**src/rtl/spi_master_param.sv**
```systemverilog
// Parametrised SPI master: configurable word width, SCLK divider, CPOL/CPHA,
// bit order and number of slave selects. One frame per accepted txgo; the
// received word is presented on rxdout together with a one-cycle rxnew strobe.
module spi_master_param #(
  parameter int DATA_W    = 8,
  parameter int CLK_DIV   = 4,
  parameter bit CPOL      = 1'b0,
  parameter bit CPHA      = 1'b0,
  parameter bit LSB_FIRST = 1'b0,
  parameter int NUM_SS    = 1,
  localparam int SS_W     = (NUM_SS > 1) ? $clog2(NUM_SS) : 1
) (
  input  logic              clk,
  input  logic              rstn,
  input  logic [DATA_W-1:0] txdin,
  input  logic [SS_W-1:0]   ss_sel,
  input  logic              txgo,
  output logic              txrdy,
  output logic [DATA_W-1:0] rxdout,
  output logic              rxnew,
  output logic              SCLK,
  output logic              MOSI,
  input  logic              MISO,
  output logic [NUM_SS-1:0] SSn
);

  localparam int HP_W = (CLK_DIV > 1) ? $clog2(CLK_DIV) : 1;
  localparam int EC_W = $clog2(2 * DATA_W + 1);
  localparam logic [HP_W-1:0] HP_LAST  = HP_W'(CLK_DIV - 1);
  localparam logic [EC_W-1:0] EC_TOTAL = EC_W'(2 * DATA_W);
  localparam logic [EC_W-1:0] EC_LAST_MOSI_CPHA0 = EC_W'(2 * DATA_W - 2);
  localparam logic [EC_W-1:0] EC_FIRST_MOSI_CPHA1 = EC_W'(3);
  localparam logic [SS_W:0]   SS_LIMIT = (SS_W + 1)'(NUM_SS);

  typedef enum logic [1:0] {
    IDLE  = 2'd0,
    LEAD  = 2'd1,
    SHIFT = 2'd2,
    TRAIL = 2'd3
  } state_t;

  state_t              state_q, state_d;
  logic [HP_W-1:0]     hp_q, hp_d;
  logic [EC_W-1:0]     ec_q, ec_d;
  logic [DATA_W-1:0]   tx_q, tx_d;
  logic [DATA_W-1:0]   rx_q, rx_d;
  logic                sclk_q, sclk_d;
  logic                mosi_q, mosi_d;
  logic [NUM_SS-1:0]   ssn_q, ssn_d;
  logic                txrdy_q, txrdy_d;
  logic [DATA_W-1:0]   rxdout_q, rxdout_d;
  logic                rxnew_q, rxnew_d;

  logic                hp_end;
  logic                do_edge;
  logic [EC_W-1:0]     edge_n;
  logic                sel_ok;
  logic                sample_en;
  logic                shift_en;

  assign txrdy  = txrdy_q;
  assign rxdout = rxdout_q;
  assign rxnew  = rxnew_q;
  assign SCLK   = sclk_q;
  assign MOSI   = mosi_q;
  assign SSn    = ssn_q;

  // Next-state logic: sequencing, SCLK edge generation and shift register updates
  always_comb begin
    state_d   = state_q;
    hp_d      = hp_q;
    ec_d      = ec_q;
    tx_d      = tx_q;
    rx_d      = rx_q;
    sclk_d    = sclk_q;
    mosi_d    = mosi_q;
    ssn_d     = ssn_q;
    txrdy_d   = txrdy_q;
    rxdout_d  = rxdout_q;
    rxnew_d   = 1'b0;
    do_edge   = 1'b0;
    sample_en = 1'b0;
    shift_en  = 1'b0;

    hp_end = (hp_q == HP_LAST);
    edge_n = ec_q + EC_W'(1);
    sel_ok = ({1'b0, ss_sel} < SS_LIMIT);

    case (state_q)
      IDLE: begin
        if (txgo && sel_ok) begin
          state_d = LEAD;
          hp_d    = {HP_W{1'b0}};
          ec_d    = {EC_W{1'b0}};
          tx_d    = txdin;
          txrdy_d = 1'b0;
          // The first bit is on MOSI for the whole lead-in half-period.
          mosi_d  = LSB_FIRST ? txdin[0] : txdin[DATA_W-1];
          for (int i = 0; i < NUM_SS; i++) begin
            ssn_d[i] = (ss_sel != SS_W'(i));
          end
        end else begin
          state_d = IDLE;
        end
      end
      LEAD: begin
        if (hp_end) begin
          hp_d    = {HP_W{1'b0}};
          do_edge = 1'b1;
          state_d = SHIFT;
        end else begin
          hp_d = hp_q + HP_W'(1);
        end
      end
      SHIFT: begin
        if (hp_end) begin
          hp_d = {HP_W{1'b0}};
          // The final half-period ends without an edge: SCLK is already idle.
          if (ec_q == EC_TOTAL) begin
            state_d = TRAIL;
          end else begin
            do_edge = 1'b1;
          end
        end else begin
          hp_d = hp_q + HP_W'(1);
        end
      end
      TRAIL: begin
        if (hp_end) begin
          hp_d     = {HP_W{1'b0}};
          ec_d     = {EC_W{1'b0}};
          state_d  = IDLE;
          ssn_d    = {NUM_SS{1'b1}};
          txrdy_d  = 1'b1;
          rxdout_d = rx_q;
          rxnew_d  = 1'b1;
          mosi_d   = 1'b0;
        end else begin
          hp_d = hp_q + HP_W'(1);
        end
      end
      default: begin
        state_d = IDLE;
      end
    endcase

    // Odd edges are leading, even edges trailing; CPHA picks which one samples.
    if (do_edge) begin
      sclk_d = ~sclk_q;
      ec_d   = edge_n;
      if (CPHA) begin
        sample_en = ~edge_n[0];
        shift_en  = edge_n[0] && (edge_n >= EC_FIRST_MOSI_CPHA1);
      end else begin
        sample_en = edge_n[0];
        shift_en  = ~edge_n[0] && (edge_n <= EC_LAST_MOSI_CPHA0);
      end
      if (sample_en) begin
        if (LSB_FIRST) begin
          rx_d = {MISO, rx_q[DATA_W-1:1]};
        end else begin
          rx_d = {rx_q[DATA_W-2:0], MISO};
        end
      end else begin
        rx_d = rx_q;
      end
      if (shift_en) begin
        if (LSB_FIRST) begin
          tx_d   = {1'b0, tx_q[DATA_W-1:1]};
          mosi_d = tx_q[1];
        end else begin
          tx_d   = {tx_q[DATA_W-2:0], 1'b0};
          mosi_d = tx_q[DATA_W-2];
        end
      end else begin
        tx_d = tx_q;
      end
    end else begin
      sclk_d = sclk_q;
    end
  end

  // State and output registers with asynchronous active-low reset
  always_ff @(posedge clk or negedge rstn) begin
    if (!rstn) begin
      state_q  <= IDLE;
      hp_q     <= {HP_W{1'b0}};
      ec_q     <= {EC_W{1'b0}};
      tx_q     <= {DATA_W{1'b0}};
      rx_q     <= {DATA_W{1'b0}};
      sclk_q   <= CPOL;
      mosi_q   <= 1'b0;
      ssn_q    <= {NUM_SS{1'b1}};
      txrdy_q  <= 1'b1;
      rxdout_q <= {DATA_W{1'b0}};
      rxnew_q  <= 1'b0;
    end else begin
      state_q  <= state_d;
      hp_q     <= hp_d;
      ec_q     <= ec_d;
      tx_q     <= tx_d;
      rx_q     <= rx_d;
      sclk_q   <= sclk_d;
      mosi_q   <= mosi_d;
      ssn_q    <= ssn_d;
      txrdy_q  <= txrdy_d;
      rxdout_q <= rxdout_d;
      rxnew_q  <= rxnew_d;
    end
  end

endmodule
```
**config.mk**
```make
export PLATFORM = sky130hd
export DESIGN_NAME = spi_master_param
export DESIGN_NICKNAME = d
export VERILOG_FILES = /design/src/rtl/spi_master_param.sv
export SDC_FILE = /design/constraint.sdc
export NUM_CORES = 1
export LEC_CHECK = 0
export ABC_CLOCK_PERIOD_IN_PS = 2300
export CORE_MARGIN = 10
export CORE_UTILIZATION = 53
export CTS_CLUSTER_SIZE = 16
export DETAILED_ROUTE_END_ITERATION = 8
export PLACE_DENSITY = 0.79
export SKIP_CTS_REPAIR_TIMING = 1
export SYNTH_ARGS = -nofsm -noshare
export SYNTH_HDL_FRONTEND = slang
export SYNTH_SLANG_ARGS = --single-unit
```
**constraint.sdc**
```tcl
create_clock -name clk -period 2.3 [get_ports clk]
set_input_delay 0.345 -clock clk [delete_from_list [all_inputs] [get_ports clk]]
set_output_delay 0.345 -clock clk [all_outputs]
set_load 0.05 [all_outputs]
```
Word level (Yosys, flattened, before mapping)
Cells that the tools add are included.

Add/sub/neg operators: 2. Muxes and demuxes: 34. Bitwise operators: 2. Equal/unequal tests: 13. Reductions and logical operators: 14. Order comparisons: 2.

Operators by type and width (number): $mux 7 (4); $mux 5 (3); $mux 1 (14); $mux 2 (6); $ne 2x2->1 const B (5); $pmux 5 s2 (1); $reduce_and 3->1 (3); $pmux 1 s2 (4); $pmux 2 s4 (1); $eq 2x2->1 const B (3); $ne 3x3->1 const B (2); $reduce_bool 2->1 (3); $add 5x1->5 const B (1); $eq 5x5->1 const B (1); $le 5x4->1 const B (1); $pmux 2 s2 (1); $reduce_and 2->1 (2); $reduce_and 4->1 (1); $reduce_bool 3->1 (1); $reduce_or 3->1 (1); $add 2x1->2 const B (1); $eq 2x1->1 const B (1); $logic_and 1x1->1 (2); $logic_not 2->1 (1); other kinds (3) (4).

Register bits: 37. Word-level logic and storage cells: 78. Input bits: 13.

Depth between registers and ports, before layout
Gate-level depths: netlist of the first run.

Word-level depth: 7. Gate-level depth with buffers: 8.

Least setup slack after synthesis of the first run
Ideal clock, no wire load.

Kind: register to register. From: register state_q[0]. To: register tx_q[1]. Buffers on the path: 2. Data arrival time: 1969 ps. Required time: 2174 ps. Cell stages (with the launch flop): 9. Period minus slack after synthesis: 2095 ps. Library setup time: 126 ps. Slack: 205 ps. Path through: dfrtp_1 > inv_1 > ha_1 > buf_6 > and3_1 > a41o_2 > and3_1 > buf_6 > a221o_1.

Cells in the longest elaborated chain, start to end: 4. Elaborated cells between the ends (all ways): 9. Those cells by class: 3 x eq/ne; 2 x mux; 4 x reduce/logical.

RTL lines: from (decl) (RTL line 42) `state_t state_q, state_d;`; from (signal assigned) (RTL line 198) `state_q <= state_d;`; $eq 2x2->1 / $eq 2x1->1 (equally long branches) (RTL line 89) `case (state_q)`; $pmux 1 s2 (RTL line 89); $ne 2x1->1 (no line) / $reduce_bool 2->1 (equally long branches); $reduce_and 3->1 (no line); to (signal assigned) (RTL line 189) `tx_q <= {DATA_W{1'b0}};`; to (signal assigned) (RTL line 201) `tx_q <= tx_d;`; to (decl) (RTL line 45) `logic [DATA_W-1:0] tx_q, tx_d;`.

Parallel ways exist; a longest one is shown, timed or not. A chain may end at the register's enable or synchronous reset.

Final worst setup path of the first run
From: register state_q[0]. To: register tx_q[6].

The elaborated chain is that of the path after synthesis.

==> summary.md, run 1 <==
| Metric | Value |
|---|---|
| Final GP Congestion | 0.823 |
| Outcome | complete, no violations |
| RSZ-0062 raised after global routing | no |
| Mux contribution to synthesized area | 12.7% |
| Worst Setup Slack, final | 0.114 ns |
| Clock tree buffer depth | 2 |
| Worst path buffer plus inverter count | 1 |
| CORE AREA | 3360 um2 |
| Max Cap Viol | 0 |
| I/O pin count | 26 |
| Flop2flop setup slack | 0.11 ns |
| Critical Path Start Type | flip-flop |
| Port buffer count | 25 |
| Initial DRC Count | 87 |
| Detail Route Antenna Nets | 0 |
| Commonest non-fill, non-tap cell in the layout | dfrtp_1 |
| Synth Net Count | 181 |
| WP data arrival | 2.41 ns |
| Post-synthesis adder-cell area fraction | 5.41% |
| Via count | 1292 |
| YS warnings | 0 |
| # DRC | 0 |
| CTS tree | done |
| Die width | 79.1 um |
| EDFF count, synth | 0 |
| Die ar. | 6250 um2 |
| Synth Register Bits | 37 |
| WS Path Type | flip-flop to flip-flop |
| Xor and xnor fraction of the mapped netlist area | 1.42% |
| First-pass GRT wire length | 6.30 mm |
| Crit Path Max Fanout | 9 |
| Worst R2R Path Depth | 6 |
| Slew @ Worst Pin | 0.506 ns |
| Part of the cycle the worst path needs | 95.0% |
| Sink Count | 37 |
| Max-slew headroom | 66.1% |
| Crit path max-delay family | compound AO/OA/AOI/OAI gates |
| Filler instances | 280 |
| Setup violations, final | 0 |
| Fin Hold WS | 0.412 ns |
| HP Class | input pin to async pin |
| Clock skew | 0.0110 ns |
| Simple-gate area share of the yosys netlist | 12.0% |
| Seq/Total Area, Yosys | 50.2% |
| Post-route minimum period | 2.19 ns |
| Avg WL per Cell | 15.3 um |
| Vias in the first global route | 1344 |
| Leak pwr | 1.02 nW |
| Critical Path Start | state_q[0]$_DFFE_PN0P_ |
| Post-DP HPWL | 2.67 mm |
| Footprint of the multi-input gates | 816 um2 |
| Unique masters post-synth | 34 |
| CTS Root Cell | clkbuf_4 |
| Critical Path End | tx_q[6]$_DFFE_PN0P_ |
| # H-tree levels | 2 |
| Main combinational cell family by area after synthesis | multiplexers |
| Achievable Freq | 458 MHz |
| Drt pass-1 iters | 4 |
| Register area | 928 um2 |
| Async set or reset register ratio after synthesis | 100% |
| CP endpoint kind | flip-flop |
| Worst skew pair latency | 0.34 ns |
| Grt total ovfl | 0 |
| Nets | 210 |
| WP depth | 6 |
| Starting Density | 55.0% |
| Row count | 21 |
| Chip height | 79.1 um |
| Routed wire length | 3.62 mm |
| Critical path, cell by cell | inv_1 > ha_2 > and3_1 > a41o_2 > and3_2 > a221o_1 |
| Power Dens Cells | 475 nW/um2 |
| Via density | 5.47 |
| Syn Inst Count | 160 |
| Finished Layout Cells | 236 |
| Inserted Clock Buffers | 5 |
| Synth Area in Compound Gates | 12.4% |
| Hold Fails Final Rpt | 0 |
| Layout cell share with drive strength beyond 1 | 21.1% |
| Placement Setup Slack | 0.0694 ns |
| Highest-count cells in the layout ignoring fill and taps | 35 x dfrtp_1, 25 x clkdlybuf4s50_1, 19 x mux2_2, 17 x inv_1, 8 x and3_1 |
| Worst r2r src | state_q[0]$_DFFE_PN0P_ |
| Pin count of the biggest net entering global routing | 38 |
| Slowest-stage cell, CP | dfrtp_1 |
| Inst Count DP | 228 |
| Mean Syn Cell Area | 11.6 um2 |
| Ant diodes | 0 |
| Setup TNS | 0 ns |
| Clk pin slew, worst setup/hold paths | 0.12 ns |
| Required time of the worst setup path | 2.53 ns |
| Count of pins over their slew limit | 0 |
| Post-Syn Area | 1850 um2 |
| Max incr delay on CP | 0.43 ns |
| R2r endpoint | tx_q[6]$_DFFE_PN0P_ |
| Ys flop type | dfrtp_1 |
| P&R area growth vs syn | 19.2% |
| Total track usage | 12.5% |
| Initial antenna violation count | 0 |
| Worst vdd ir | 0.000356 V |
## layout make-up
class / instances / share of cell area, %
sequential: 37 / 42.1
multi-input combinational: 99 / 37.0
clock inverter: 3 / 0.965
clock buffer: 5 / 1.70
timing repair buffer: 29 / 12.7
inverter: 17 / 2.89
tap: 46 / 2.61
## state kept, by name, summed over array words and instances, names as in the netlist
| name | count |
|---|---|
| tx_q | 7 |
| ec_q | 5 |
| hp_q | 2 |
| rx_q | 8 |
| txrdy | 1 |
| SCLK | 1 |
| rxdout | 8 |
| state_q | 2 |
| MOSI | 1 |
| rxnew | 1 |
| SSn | 1 |
## through the flow
stage | utilization, % | power [mW] | area, um2
4_1_cts | 65.4 | 1.06 | 2200
3_5_place_dp | 63.7 | 0.715 | 2140
6_report | 65.6 | 1.05 | 2200
2_1_floorplan | - | 0.678 | 1850
3_3_place_gp | 63.7 | 0.714 | 2140
5_1_grt | 65.6 | 1.10 | 2200
## logic make-up after synthesis
logic type,after synthesis
buffers and inverters,24
DFF,37
AOI/OAI and AO/OA,30
xor gates and xnor gates,3
adders and majority gates,8
muxes,21
and+or+nand+nor,37
## synthesized netlist by cell type, drive strengths merged, types with 2 or more instances
cell	count	share of area, %
ha	8	5.4
nand2b	2	0.68
mux2	19	12
and3	10	3.5
buf	3	1.6
xor2	2	0.95
mux2i	2	1.1
nand3	7	1.9
clkbuf	4	0.81
dfstp	2	2.8
nor3	2	0.54
a31oi	7	2.4
a21oi	4	1.1
o21ai	5	1.4
dfrtp	35	47
inv	17	3.5
nor3b	2	0.81
a221o	6	3.2
nand2	7	1.4
nand3b	2	0.81
nor2	4	0.95
## worst min-delay path by stage
stage	start	endpoint	slack, ns	cells after the start
2_1_floorplan	rstn	MOSI$_DFF_PN0_	0.05	0
3_3_place_gp	SCLK$_DFFE_PN0P_	SCLK$_DFFE_PN0P_	0.46	1
3_5_place_dp	SCLK$_DFFE_PN0P_	SCLK$_DFFE_PN0P_	0.46	1
4_1_cts	rstn	rxdout[6]$_DFFE_PN0P_	0.41	2
5_1_grt	rstn	ec_q[1]$_DFFE_PN0P_	0.43	2
6_report	rstn	tx_q[1]$_DFFE_PN0P_	0.41	2
## routing by layer
metal	vias up	wire (um)	global-route usage (%)
met3	7	216	4.50
li1	628	-	-
met1	621	1590	15.5
met4	0	72	6.09
met2	36	1740	18.9
met5	-	0	0
## report_power, final
part           leakage [nW]  switching (mW)  internal (mW)  total [mW]
combinational         0.515          0.0184         0.0238      0.0422
sequential            0.476         0.00371          0.656       0.660
clock                0.0316           0.225          0.121       0.346
(Power assumes the default switching activity.)
==> run 2, diff against run 1 <==
--- a/config.mk
+++ b/config.mk
@@ -12,6 +12,7 @@
 export DETAILED_ROUTE_END_ITERATION = 8
 export PLACE_DENSITY = 0.79
 export SKIP_CTS_REPAIR_TIMING = 1
+export SLEW_MARGIN = 20
 export SYNTH_ARGS = -nofsm -noshare
 export SYNTH_HDL_FRONTEND = slang
 export SYNTH_SLANG_ARGS = --single-unit
==> results of run 2 <==
Final layout, timing and power as in run 1 (identical DEF).
